===== src/rtl/mem_arbiter.sv =====
// -----------------------------------------------------------------------------
// mem_arbiter
//   Round-robin arbiter that shares a single-port main memory between NUM_REQ
//   masters (for example an I-cache and a D-cache). It accepts one read or
//   write at a time, drives the memory's level req/ack handshake, and returns
//   the result with a one-cycle response pulse to the requester it granted.
//
//   Optional feature macro: MEM_ARB_TIMEOUT_EN
//     defined   : a transaction that sees no mem_ack for TIMEOUT_CYCLES ISSUE
//                 cycles is aborted and answered with resp_err=1, resp_rdata=0.
//     undefined : ISSUE waits for mem_ack indefinitely; resp_err is tied 0.
//
// Ports
//   clk, reset        clock (posedge) and synchronous active-high reset
//   req_valid[i]      requester i has a request; fields held until req_ready[i]
//   req_write[i]      1 = write, 0 = read
//   req_addr/wdata    per-requester 32-bit fields, requester i at [32*i +: 32]
//   req_ready         one-hot accept pulse, combinational, only in IDLE
//   resp_valid        one-hot one-cycle completion pulse (registered)
//   resp_rdata        read data (0 for writes), held between responses
//   resp_err          timeout abort flag, held between responses
//   mem_read_req      registered level request to main memory (read)
//   mem_write_req     registered level request to main memory (write)
//   mem_addr/wdata    registered address / write data to main memory
//   mem_rdata         read data from main memory
//   mem_ack           acknowledge from main memory (registered on its side)
// -----------------------------------------------------------------------------
module mem_arbiter #(
  parameter int NUM_REQ        = 2,
  parameter int TIMEOUT_CYCLES = 16
) (
  input  logic                   clk,
  input  logic                   reset,
  input  logic [NUM_REQ-1:0]     req_valid,
  input  logic [NUM_REQ-1:0]     req_write,
  input  logic [NUM_REQ*32-1:0]  req_addr,
  input  logic [NUM_REQ*32-1:0]  req_wdata,
  output logic [NUM_REQ-1:0]     req_ready,
  output logic [NUM_REQ-1:0]     resp_valid,
  output logic [31:0]            resp_rdata,
  output logic                   resp_err,
  output logic                   mem_read_req,
  output logic                   mem_write_req,
  output logic [31:0]            mem_addr,
  output logic [31:0]            mem_wdata,
  input  logic [31:0]            mem_rdata,
  input  logic                   mem_ack
);

  localparam int GW = $clog2(NUM_REQ);

  typedef enum logic [1:0] {
    ST_IDLE  = 2'd0,
    ST_ISSUE = 2'd1,
    ST_RESP  = 2'd2
  } state_t;

  state_t             r_state;
  logic [GW-1:0]      r_last;        // most recent grant; also the owner of the current transaction
  logic               r_write;
  logic               r_mem_read_req;
  logic               r_mem_write_req;
  logic [31:0]        r_mem_addr;
  logic [31:0]        r_mem_wdata;
  logic [NUM_REQ-1:0] r_resp_valid;
  logic [31:0]        r_resp_rdata;
`ifdef MEM_ARB_TIMEOUT_EN
  logic               r_resp_err;
  logic [7:0]         r_tmo_cnt;
`endif

  logic               w_any;
  logic [GW-1:0]      w_grant;
  logic [GW-1:0]      w_idx;
  logic               w_sel_write;
  logic [31:0]        w_sel_addr;
  logic [31:0]        w_sel_wdata;

  // Round-robin pick: scan starting one past the last grant and wrap, so the
  // previous winner is considered last and no holder of req_valid starves.
  always_comb begin
    // NOTE: every variable gets a default before any conditional assignment so
    // no path leaves it unassigned and no latch is inferred.
    w_any   = 1'b0;
    w_grant = '0;
    w_idx   = '0;
    for (int k = 1; k <= NUM_REQ; k++) begin
      w_idx = GW'((int'(r_last) + k) % NUM_REQ);
      if (!w_any && req_valid[w_idx]) begin
        w_any   = 1'b1;
        w_grant = w_idx;
      end
    end
  end

  assign w_sel_write = req_write[w_grant];
  assign w_sel_addr  = req_addr[{w_grant, 5'b0} +: 32];
  assign w_sel_wdata = req_wdata[{w_grant, 5'b0} +: 32];

  assign req_ready = (r_state == ST_IDLE && w_any) ? (NUM_REQ'(1) << w_grant) : '0;

  always_ff @(posedge clk) begin
    // NOTE: sequential state uses non-blocking assignments so every register
    // samples the pre-edge values regardless of statement order.
    if (reset) begin
      r_state         <= ST_IDLE;
      r_last          <= GW'(NUM_REQ - 1);
      r_write         <= 1'b0;
      r_mem_read_req  <= 1'b0;
      r_mem_write_req <= 1'b0;
      r_mem_addr      <= '0;
      r_mem_wdata     <= '0;
      r_resp_valid    <= '0;
      r_resp_rdata    <= '0;
`ifdef MEM_ARB_TIMEOUT_EN
      r_resp_err      <= 1'b0;
      r_tmo_cnt       <= '0;
`endif
    end else begin
      case (r_state)
        ST_IDLE: begin
          r_resp_valid <= '0;
          if (w_any) begin
            r_last          <= w_grant;
            r_write         <= w_sel_write;
            r_mem_addr      <= w_sel_addr;
            r_mem_wdata     <= w_sel_wdata;
            r_mem_read_req  <= ~w_sel_write;
            r_mem_write_req <= w_sel_write;
            r_state         <= ST_ISSUE;
`ifdef MEM_ARB_TIMEOUT_EN
            r_tmo_cnt       <= '0;
`endif
          end
        end

        ST_ISSUE: begin
          if (mem_ack) begin
            // Dropping req on the ack edge means memory sees req for two edges:
            // a write lands twice (idempotent), a read is repeated.
            r_mem_read_req  <= 1'b0;
            r_mem_write_req <= 1'b0;
            r_resp_rdata    <= r_write ? 32'd0 : mem_rdata;
            r_resp_valid    <= NUM_REQ'(1) << r_last;
            r_state         <= ST_RESP;
`ifdef MEM_ARB_TIMEOUT_EN
            r_resp_err      <= 1'b0;
          end else if (r_tmo_cnt == 8'(TIMEOUT_CYCLES - 1)) begin
            // This is the TIMEOUT_CYCLES-th ISSUE cycle without an ack: abort.
            r_mem_read_req  <= 1'b0;
            r_mem_write_req <= 1'b0;
            r_resp_rdata    <= 32'd0;
            r_resp_err      <= 1'b1;
            r_resp_valid    <= NUM_REQ'(1) << r_last;
            r_state         <= ST_RESP;
          end else begin
            r_tmo_cnt       <= r_tmo_cnt + 8'd1;
`endif
          end
        end

        ST_RESP: begin
          // mem_ack is still high here from the repeated request; ignored.
          r_resp_valid <= '0;
          r_state      <= ST_IDLE;
        end

        default: begin
          r_resp_valid    <= '0;
          r_mem_read_req  <= 1'b0;
          r_mem_write_req <= 1'b0;
          r_state         <= ST_IDLE;
        end
      endcase
    end
  end

  assign mem_read_req  = r_mem_read_req;
  assign mem_write_req = r_mem_write_req;
  assign mem_addr      = r_mem_addr;
  assign mem_wdata     = r_mem_wdata;
  assign resp_valid    = r_resp_valid;
  assign resp_rdata    = r_resp_rdata;
`ifdef MEM_ARB_TIMEOUT_EN
  assign resp_err      = r_resp_err;
`else
  assign resp_err      = 1'b0;
`endif

endmodule


===== config.mk =====
export PLATFORM = sky130hd
export DESIGN_NAME = mem_arbiter
export DESIGN_NICKNAME = d
export VERILOG_FILES = /design/src/rtl/mem_arbiter.sv
export SDC_FILE = /design/constraint.sdc
export NUM_CORES = 1
export LEC_CHECK = 0
export CAP_MARGIN = 20
export CORE_MARGIN = 3
export CORE_UTILIZATION = 30
export DETAILED_ROUTE_END_ITERATION = 7
export PLACE_DENSITY = 0.76
export SLEW_MARGIN = 20
export SYNTH_ARGS = -nofsm -noshare
export SYNTH_HDL_FRONTEND = slang
export SYNTH_SLANG_ARGS = --single-unit

===== constraint.sdc =====
create_clock -name clk -period 2 [get_ports clk]
set_input_delay 0.4 -clock clk [delete_from_list [all_inputs] [get_ports clk]]
set_output_delay 0.4 -clock clk [all_outputs]
set_load 0.02 [all_outputs]

Yosys cells after proc, flatten, opt, wreduce, memory -nomap -nowiden
Cells that the tools add are included.
- equality and inequality tests: 4
- reduce and logical (&&, ||, !) cells: 9
- shift-type cells: 4
- $add $sub $neg: 2
- mux-type cells: 20
- $lt $le $gt $ge: 3
- bitwise logic cells: 3
- operators with widths (operator ; number):
    $shiftx A64 B7 Y32 ; 2
    $mux W32 ; 1
    $mux W1 ; 13
    $lt A1 B2 Y1 const B ; 3
    $mux W2 ; 3
    $pmux W1 S3 ; 2
    $reduce_and A2 Y1 ; 3
    $ne A2 B2 Y1 const B ; 2
    $pmux W2 S2 ; 1
    $shl A1 B1 Y2 const A ; 2
    $not A1 Y1 ; 3
    $reduce_and A3 Y1 ; 1
    $add A1 B1 Y1 const B ; 2
    $eq A2 B1 Y1 const B ; 1
    $eq A2 B2 Y1 const B ; 1
    $logic_and A1 B1 Y1 ; 2
    $logic_not A2 Y1 ; 1
    $reduce_or A2 Y1 ; 1
    $logic_not A1 Y1 ; 1
- input port bits: 167
- output and inout port bits: 103
- register bits after elaboration: 104
- logic and storage cells: 54

Logic depth before layout (Yosys ltp)
- depth in word-level cells: 12
- mapped depth: 6
- gate-level depth less buffers: 4

Least setup slack after synthesis
OpenSTA, ideal clock, no wires.
- kind: input -> output
- start point: in req_valid[0]
- end point: out req_ready[0]
- path buffers: 1
- data required time: 1.600 ns
- slack: 0.311 ns
- stages on the path: 3
- arrival: 1.289 ns
- cell sequence: or3b_1 -> a21oi_1 -> clkbuf_1
- cells in the longest elaborated chain, start to end: 8
- elaborated cells on any way between the ends: 13
- classes of those cells: shift (1); mux (9); reduce/logical (3)
- ends and longest elaborated chain (what ; RTL line ; text):
    from (decl) ; 34 ; input logic [NUM_REQ-1:0] req_valid,
    $mux W1 (not written as such) (2 in series) ; 89 ; if (!w_any && req_valid[w_idx]) begin
    $mux W1 ; 89 ;
    $logic_not A1 Y1 ; 89 ;
    $logic_and A1 B1 Y1 ; 89 ;
    $mux W1 ; 89 ;
    $shl A1 B1 Y2 or $logic_and A1 B1 Y1 (tied branches) ; 100 ; assign req_ready = (r_state == ST_IDLE && w_any) ? (NUM_REQ'(1) << w_grant) : '0;
    $mux W2 * ; 100 ;
    to (decl) ; 38 ; output logic [NUM_REQ-1:0] req_ready,
Mark *: on every way between the ends. The rest lies on a longest branch, timed or not. The select of a mux whose other input is x is not followed.

Final worst setup path
Ends and elaborated chain as after synthesis.

==> results.py <==
metrics = {
    "synth": {
        "syn_inst": 399,
        "ys_seq_elements": 104,
        "syn-cell-area_um2": 3800,
        "async_reset_ff_share_pct": 0,
        "ys_seq_area_share_pct": 54.7,
        "synth-edff-count": 0,
        "ys_types": 27,
        "syn_area_per_cell_um2": 9.54,
        "yosys_most_used_dff": "dfxtp_1",
        "yosysWarningCount": 0,
        "synthesis.nets": 566,
    },
    "sta": {
        "setup_violations": 0,
        "drv_slew": 0,
        "period_needed_ns": 2.00,
        "finalClockSkew_ns": 0.0102,
        "worst_pin_slew_ns": 0.566,
        "period_share_pct": 99.9,
        "hold_viol": 0,
        "max_freq_ghz": 0.501,
        "slew_headroom_pct": 62.3,
    },
    "routing": {
        "drc": 0,
        "wl_um": 14100,
        "dr.pass1.iters": 4,
        "via_count": 4141,
        "ant_nets": 0,
        "vias_per_cell": 4.99,
        "dr.first_iter.drc_count": 230,
        "wire_per_inst_um": 17.0,
    },
    "place": {
        "dp_hpwl_um": 10400,
        "numPortBuffers": 268,
        "placedCellCount": 813,
        "place_congestion": 0.837,
    },
    "setup_path": {
        "arrival_ns": 1.60,
        "reg2reg_from": "r_state[1]",
        "worstPathMaxFanout": 2,
        "cp-start-kind": "primary input",
        "endpoint_kind": "output pin",
        "worstPathRequired_ns": 1.60,
        "critPathLaunch": "req_valid[0]",
        "path_class": "primary input to output pin",
    },
    "die": {
        "row_count": 40,
        "floorplan.initialDensity_pct": 31.2,
        "core-area_um2": 12200,
        "die-area_um2": 14100,
        "die_h_um": 119,
        "die_w_um": 119,
        "io_pins": 270,
    },
    "finish": {
        "final_common_cell": "clkdlybuf4s50_1",
        "syn2layout_area_growth_pct": 84.4,
        "nets": 824,
        "layout-drive-gt1-share_pct": 6.04,
        "antenna_cells": 0,
        "final_util_pct": 57.5,
        "final_cell_mix": "clkdlybuf4s50_1, dfxtp_1, nand2_1",
        "layout.cells.non_filler": 830,
    },
    "clock_network": {
        "h-tree-depth": 3,
        "clk_latency_ns": 0.34,
        "cts-root-buf": "clkbuf_16",
        "clk_path_buf_depth": 2,
        "cts_buffers": 9,
        "cts_sinks": 104,
        "clk_pin_slew_worst_paths_ns": 0.07,
        "cts_tree": "built",
    },
    "hold_path": {
        "worstHoldPathType": "primary input to register",
        "min_from": "reset",
    },
    "pwr": {
        "ir_worst_vdd_mv": 0.421,
        "p_leak_uw": 0.00257,
        "p_per_area_nw_per_um2": 779,
    },
    "grt": {
        "grt_overflow": 0,
        "grt_max_degree": 65,
        "grt_pass1_vias": 4190,
        "track_usage_pct": 19.3,
        "grt_pass1_wl_um": 21900,
        "antenna_found_initial": 0,
    },
    "job": {
        "cap_violations": 0,
    },
    "outcome": {
        "status": "finished, final reports clean",
    },
}
logic make-up after synthesis:
logic type,after synthesis,share of synthesized area [%]
AO/OA/AOI/OAI,171,30.2
flip-flops,104,54.7
AND/OR/NAND/NOR,83,9.24
buffers and inverters,38,5.23
multiplexers,2,0.526
other,1,0.0986
cells in the mapped netlist, types with 2 or more instances:
cell type | n | area (um^2)
nor2b_1 | 3 | 18.8
mux2i_1 | 2 | 20.0
a21oi_1 | 69 | 345
or3b_1 | 2 | 17.5
buf_2 | 12 | 60.1
a211oi_1 | 2 | 15.0
nand2_1 | 67 | 251
buf_4 | 3 | 22.5
buf_6 | 4 | 45.0
nor2_1 | 4 | 15.0
a22o_1 | 31 | 272
clkbuf_1 | 18 | 67.6
a22oi_1 | 64 | 480
dfxtp_1 | 104 | 2080
nand2b_1 | 2 | 12.5
flip-flops by register name (all words and copies together), names as in the netlist:
register,flops
mem_addr,32
mem_read_req,1
mem_wdata,32
mem_write_req,1
r_last,1
r_state,2
r_write,1
resp_rdata,32
resp_valid,2
power by group:
part / internal, uW / switching (uW)
Combinational: 746 / 626
Clock: 1040 / 736
Sequential: 2230 / 87.2
final timing paths:
path,end,cells after the start,slack (ns)
setup / recovery,req_ready[0],4,0.003
hold / removal,resp_rdata[31],2,0.31
setup reg to reg,mem_addr[31],5,0.25
hold reg to reg,resp_rdata[31],2,0.46
routing by layer:
| layer | track usage [%] | part of all wire (%) | vias up |
|---|---|---|---|
| met5 | 0 | 0 | - |
| met4 | 9.41 | 3.5 | 0 |
| met3 | 6.65 | 8.3 | 38 |
| met2 | 34.1 | 51 | 191 |
| met1 | 20.2 | 37 | 1944 |
| li1 | - | - | 1968 |
area by class of cell:
class | instances | area, um^2
clock buffer | 14 | 264
tap | 168 | 210
inverter | 1 | 3.75
fill | 1117 | 5190
clock inverter | 2 | 37.5
timing repair buffer | 284 | 2850
multi-input combinational | 257 | 1570
sequential | 104 | 2080
per-stage QoR:
step / hold WS [ns] / worst slack, ns / TNS, ns / power (uW) / area [um^2]
after floorplan: 0.484 / 0.311 / 0 / 2950 / 3800
after global placement: 0.446 / -0.442 / -28.16 / 3700 / 6690
after detailed placement: 0.460 / -0.533 / -31.34 / 3730 / 6690
after CTS: 0.299 / 0.00378 / 0 / 5540 / 6990
after global routing: 0.331 / -0.0283 / -0.105 / 5720 / 7020
final: 0.315 / 0.00281 / 0 / 5470 / 7020
worst max-delay path, cell delays in order:
cell and delay (ns):
clkdlybuf4s50_1 0.50, or3b_4 0.41, a21oi_4 0.15, buf_6 0.14
timing repair:
item / in CTS / in global routing
hold buffers: 0 / 0
buffers inserted: 0 / 1
setup endpoints to repair: 66 / 65
resized for setup: 13 / 6
hold endpoints to repair: 0 / 0
Note: power is estimated with default switching activity, not from simulation.
